## config.mk

```make
export PLATFORM = sky130hd
export DESIGN_NAME = perf_counter_sampler
export DESIGN_NICKNAME = d
export VERILOG_FILES = /design/src/rtl/perf_counter_sampler.sv
export SDC_FILE = /design/constraint.sdc
export NUM_CORES = 1
export LEC_CHECK = 0
export BUFFER_PORTS_ARGS = -buffer_cell sky130_fd_sc_hd__clkbuf_2
export CORE_AREA = 2 2 116 118
export DETAILED_ROUTE_END_ITERATION = 6
export DIE_AREA = 0 0 118 120
export GPL_TIMING_DRIVEN = 0
export PLACE_DENSITY = 0.85
export SYNTH_ARGS = -nofsm -noshare
export SYNTH_HDL_FRONTEND = slang
export SYNTH_SLANG_ARGS = --single-unit
```

## constraint.sdc

```tcl
create_clock -name clk_i -period 5.8 [get_ports clk_i]
set_clock_uncertainty 0.05 [all_clocks]
set_input_delay 0.58 -clock clk_i [delete_from_list [all_inputs] [get_ports clk_i]]
set_output_delay 0.58 -clock clk_i [all_outputs]
set_load 0.005 [all_outputs]
```

## src/rtl/perf_counter_sampler.sv

```systemverilog
// Sweeps the hpm counters over the shared CSR counter port on a timer tick or trigger,
// optionally clears each one, and streams every 64-bit value out as one sample.
module perf_counter_sampler #(
  parameter int NumCounters = 6,
  parameter int XLEN        = 64
) (
  input  logic            clk_i,
  input  logic            rst_ni,
  input  logic            enable_i,
  input  logic [31:0]     period_i,
  input  logic            trigger_i,
  input  logic            clear_on_read_i,
  output logic            perf_req_o,
  input  logic            perf_gnt_i,
  output logic [11:0]     perf_addr_o,
  output logic            perf_we_o,
  output logic [XLEN-1:0] perf_wdata_o,
  input  logic [XLEN-1:0] perf_rdata_i,
  output logic            sample_valid_o,
  input  logic            sample_ready_i,
  output logic [2:0]      sample_idx_o,
  output logic [63:0]     sample_data_o,
  output logic            busy_o,
  output logic            overrun_o
);
  typedef enum logic [2:0] {IDLE, RD_LO, RD_HI, CLR_LO, CLR_HI, PUSH} state_e;

  localparam logic [2:0] LastIdx = 3'(NumCounters - 1);

  state_e      state_q;
  logic [2:0]  idx_q;
  logic [63:0] sample_q;
  logic        clr_q, overrun_q;
  logic [31:0] timer_q, timer_d;
  logic        tick, start_req, hi_half;

  // A period lowered below the running count wraps the timer without a tick.
  always_comb begin
    tick    = 1'b0;
    timer_d = timer_q + 32'd1;
    if (!enable_i || period_i == 32'd0) begin
      timer_d = 32'd0;
    end else if (timer_q == period_i - 32'd1) begin
      tick    = 1'b1;
      timer_d = 32'd0;
    end else if (timer_q > period_i - 32'd1) begin
      timer_d = 32'd0;
    end
  end

  assign start_req = enable_i && (tick || trigger_i);

  always_ff @(posedge clk_i or negedge rst_ni) begin
    if (!rst_ni) begin
      state_q   <= IDLE;
      idx_q     <= 3'd0;
      sample_q  <= 64'd0;
      clr_q     <= 1'b0;
      overrun_q <= 1'b0;
      timer_q   <= 32'd0;
    end else begin
      timer_q   <= timer_d;
      overrun_q <= start_req && (state_q != IDLE);
      case (state_q)
        IDLE: if (start_req) begin
          clr_q   <= clear_on_read_i;
          state_q <= RD_LO;
        end
        RD_LO: if (perf_gnt_i) begin
          sample_q[XLEN-1:0] <= perf_rdata_i;
          if (XLEN == 32) state_q <= RD_HI;
          else            state_q <= clr_q ? CLR_LO : PUSH;
        end
        RD_HI: if (perf_gnt_i) begin
          sample_q[63:32] <= perf_rdata_i[31:0];
          state_q         <= clr_q ? CLR_LO : PUSH;
        end
        CLR_LO: if (perf_gnt_i) state_q <= (XLEN == 32) ? CLR_HI : PUSH;
        CLR_HI: if (perf_gnt_i) state_q <= PUSH;
        PUSH: if (sample_ready_i) begin
          if (idx_q == LastIdx) begin
            idx_q   <= 3'd0;
            state_q <= IDLE;
          end else begin
            idx_q   <= idx_q + 3'd1;
            state_q <= RD_LO;
          end
        end
        default: state_q <= IDLE;
      endcase
    end
  end

  assign perf_req_o     = (state_q == RD_LO) || (state_q == RD_HI) ||
                          (state_q == CLR_LO) || (state_q == CLR_HI);
  assign hi_half        = (state_q == RD_HI) || (state_q == CLR_HI);
  assign perf_addr_o    = !perf_req_o ? 12'd0 :
                          (hi_half ? 12'hB83 : 12'hB03) + {9'd0, idx_q};
  assign perf_we_o      = (state_q == CLR_LO) || (state_q == CLR_HI);
  assign perf_wdata_o   = '0;
  assign sample_valid_o = (state_q == PUSH);
  assign sample_idx_o   = idx_q;
  assign sample_data_o  = sample_q;
  assign busy_o         = (state_q != IDLE);
  assign overrun_o      = overrun_q;
endmodule

```

==> results.sh <==
export IMPL_yosys_area_top_type="dfrtp_1"
export IMPL_fmax_mhz=206.8
export IMPL_layout_setup_ws_ns=0.9634
export IMPL_critPathKind="input port to flip-flop"
export IMPL_detailroute_via_count=6200
export IMPL_antennaDiodeCount=0
export IMPL_drtAntennaViolNets=0
export IMPL_grt_use_met3_pct=2.994
export IMPL_finalSetupTns_ns=0
export IMPL_first_iter_violations=520
export IMPL_critPathBufInv=3
export IMPL_maxCapViolations=0
export IMPL_worst_slew_pin_slew_ns=0.7953
export IMPL_final_period_utilization_pct=83.39
export IMPL_crit_top_cell="nor4_1"
export IMPL_die_y_um=120
export IMPL_hold_buffers=0
export IMPL_clockBufferDepth=2
export IMPL_core_area_um2=12980
export IMPL_ys_seq_area_share_pct=38.10
export IMPL_worstHoldPathType="input port to asynchronous set/reset pin"
export IMPL_netlist_instances=733
export IMPL_clkLatencyLatePin_ns=0.34
export IMPL_grt_total_usage_pct=23.81
export IMPL_drt_pass1_iter_count=5
export IMPL_rrSetupSlack_ns=2.98
export IMPL_critPathTopFamily="simple AND/OR/NAND/NOR gates"
export IMPL_drc=0
export IMPL_dpl_hpwl_um=13560
export IMPL_synth_seq_cells=104
export IMPL_gr_usage_met1_pct=30.61
export IMPL_n_fill_cell=1078
export IMPL_crit_fanout=10
export IMPL_synth_cell_type_count=49
export IMPL_grt_pass1_wl_um=27600
export IMPL_rr_worst_depth=8
export IMPL_met2_usage_pct=41.35
export IMPL_yosys_warnings=0
export IMPL_syn_avg_cell_area_um2=9.318
export IMPL_drive_gt1_share_pct=31.46
export IMPL_hold_viol_final=0
export IMPL_synth_edf_count=0
export IMPL_synth_top_cell_area_share_pct=38.10
export IMPL_worstPathRequired_ns=5.95
export IMPL_critical_path_startpoint_type="input port"
export IMPL_routed_wl_um=17130
export IMPL_nets=1135
export IMPL_slowest_stage="nor4_1"
export IMPL_r2r_start="timer_q[0]"
export IMPL_netlist_area_um2=6830
export IMPL_ys_async_sr_fraction_pct=100.0
export IMPL_power_density_nw_per_um2=324.5
export IMPL_rsz0062_at_grt="no"
export IMPL_routedWlPerCell_um=14.59
export IMPL_synthTopCellsByCount="dfrtp_1, buf_4, nand2_1"
export IMPL_cts_max_level=3
export IMPL_die_w_um=118
export IMPL_start_util_pct=52.62
export IMPL_via_per_inst=5.281
export IMPL_cts_root_buffer="clkbuf_16"
export IMPL_max_stage_delay_ns=0.63
export IMPL_yosysMostFrequentCell="dfrtp_1"
export IMPL_irDropWorstVdd_mv=0.1668
export IMPL_cts_tree="done"
export IMPL_busiest_layer="met2"
export IMPL_cts_buffers_inserted=9
export IMPL_r2r_end="timer_q[18]"
export IMPL_slew_headroom_pct=46.49
export IMPL_cp_arrival_ns=4.99
export IMPL_fin_crit_ns=4.837
export IMPL_cts_sinks=104
export IMPL_setup_violations=0
export IMPL_outcome="finished, final reports clean"
export IMPL_post_cts_setup_buffer_count=0
export IMPL_rows=42
export IMPL_io_pins=251
export IMPL_grt_pass1_vias=5676
export IMPL_antenna_found_initial=0
export IMPL_p_leak_uw=0.004214
export IMPL_syn_to_final_growth_pct=25.32
export IMPL_crit_path_end_kind="flip-flop"
export IMPL_cts_resized=0
export IMPL_place_ws_ns=0.6075
export IMPL_grt_max_degree=62
export IMPL_dieArea_um2=14160
export IMPL_clk_pin_slew_worst_paths_ns=0.07
export IMPL_grt_ovfl_total=0
export IMPL_ys_flop_type="dfrtp_1"
export IMPL_port_buffers=181
export IMPL_synth_area_leaders="dfrtp_1, buf_4, ha_1"
export IMPL_path_cells="clkbuf_2, inv_1, ha_1, or4b_1, or4_1, nor4_1, nand2_1, xor2_1, ha_1, nand4_1, nor4_1, a311o_1, clkbuf_1, nor4_1"
export IMPL_finalMaxSlewViolations=0
export IMPL_place_congestion=0.8571
## worst max-delay path by stage
stage / from / to / slack (ns) / depth (start not counted)
CTS: period_i[0] / timer_q[8] / 0.97 / 14
detailed placement: period_i[0] / timer_q[25] / 0.61 / 14
floorplan: period_i[0] / timer_q[22] / 1.49 / 13
finish: period_i[0] / timer_q[25] / 0.96 / 14
global placement: period_i[0] / timer_q[26] / 0.65 / 14
global route: period_i[0] / timer_q[22] / 0.56 / 14
## per-layer routing
layer	up-vias	wire, um	part of all wire (%)
li1	3026	-	-
met1	2919	7166	42
met2	226	8691	51
met3	29	907	5.3
met4	0	362	2.1
met5	-	0	0
## power breakdown
group,internal (uW),leakage (uW),switching (uW),total [uW]
Combinational,510,0.00273,538,1050
Clock,381,0.000149,272,653
Sequential,943,0.00133,134,1080
Total,1830,0.00421,944,2780
## logic make-up (layout without fill, tap and decap cells)
family | count (synthesis) | count (layout) | share of synthesized area, %
xor+xnor | 61 | 61 | 7.822
compound gates | 116 | 116 | 9.434
mux | 33 | 33 | 5.441
flops | 104 | 104 | 38.10
buf+inv | 117 | 315 | 10.66
other cells | 1 | 68 | 0.05490
simple gates | 262 | 262 | 21.34
fa+ha+maj | 39 | 39 | 7.144
## cell type report
| class | count | area [um2] | area share, % |
|---|---|---|---|
| Clock buffer | 10 | 229.0 | 2.675 |
| Timing Repair Buffer | 182 | 935.9 | 10.93 |
| Multi-Input combinational cell | 579 | 3751 | 43.82 |
| Clock inverter | 6 | 92.59 | 1.082 |
| Sequential cell | 104 | 2603 | 30.40 |
| Tap cell | 176 | 220.2 | 2.573 |
| Buffer | 106 | 686.9 | 8.025 |
| Inverter | 11 | 41.29 | 0.4824 |
## cells in the final DEF (no fill, tap or decap), types with 3 or more instances in the layout
cell,count
clkbuf_1,30
buf_4,71
nor2b_1,8
mux2_2,33
and4_1,4
nand3_1,21
inv_1,11
or4_4,5
xor2_1,20
nor2_1,24
clkbuf_2,180
or3_1,7
clkbuf_16,9
a21oi_1,50
a21o_1,5
and3_1,42
dfrtp_1,104
ha_1,39
nand4_1,12
o21ai_0,45
buf_6,3
nand2_1,58
o21a_1,3
nand2b_1,4
conb_1,68
nor3_1,12
or4_1,3
buf_1,3
xnor2_1,41
nor4_1,51
## per-stage QoR
step	util, %	std cells	hold slack (ns)	power, uW	cell area (um2)
after global placement	63.24	1157	0.4124	2099	8208
after global routing	65.94	1174	0.2792	2955	8559
after floorplan	-	800	0.2344	1655	7082
after detailed placement	63.47	1158	0.4204	2136	8238
final	65.94	1174	0.2280	2778	8559
after CTS	65.94	1174	0.2449	2790	8559
## sequential cells by signal, indices dropped and copies added, names as in the netlist
name and flops:
timer_q 32, sample_idx_o 3, sample_data_o 64, overrun_o 1, clr_q 1, state_q 3
Power figures use the tool's default switching activity.
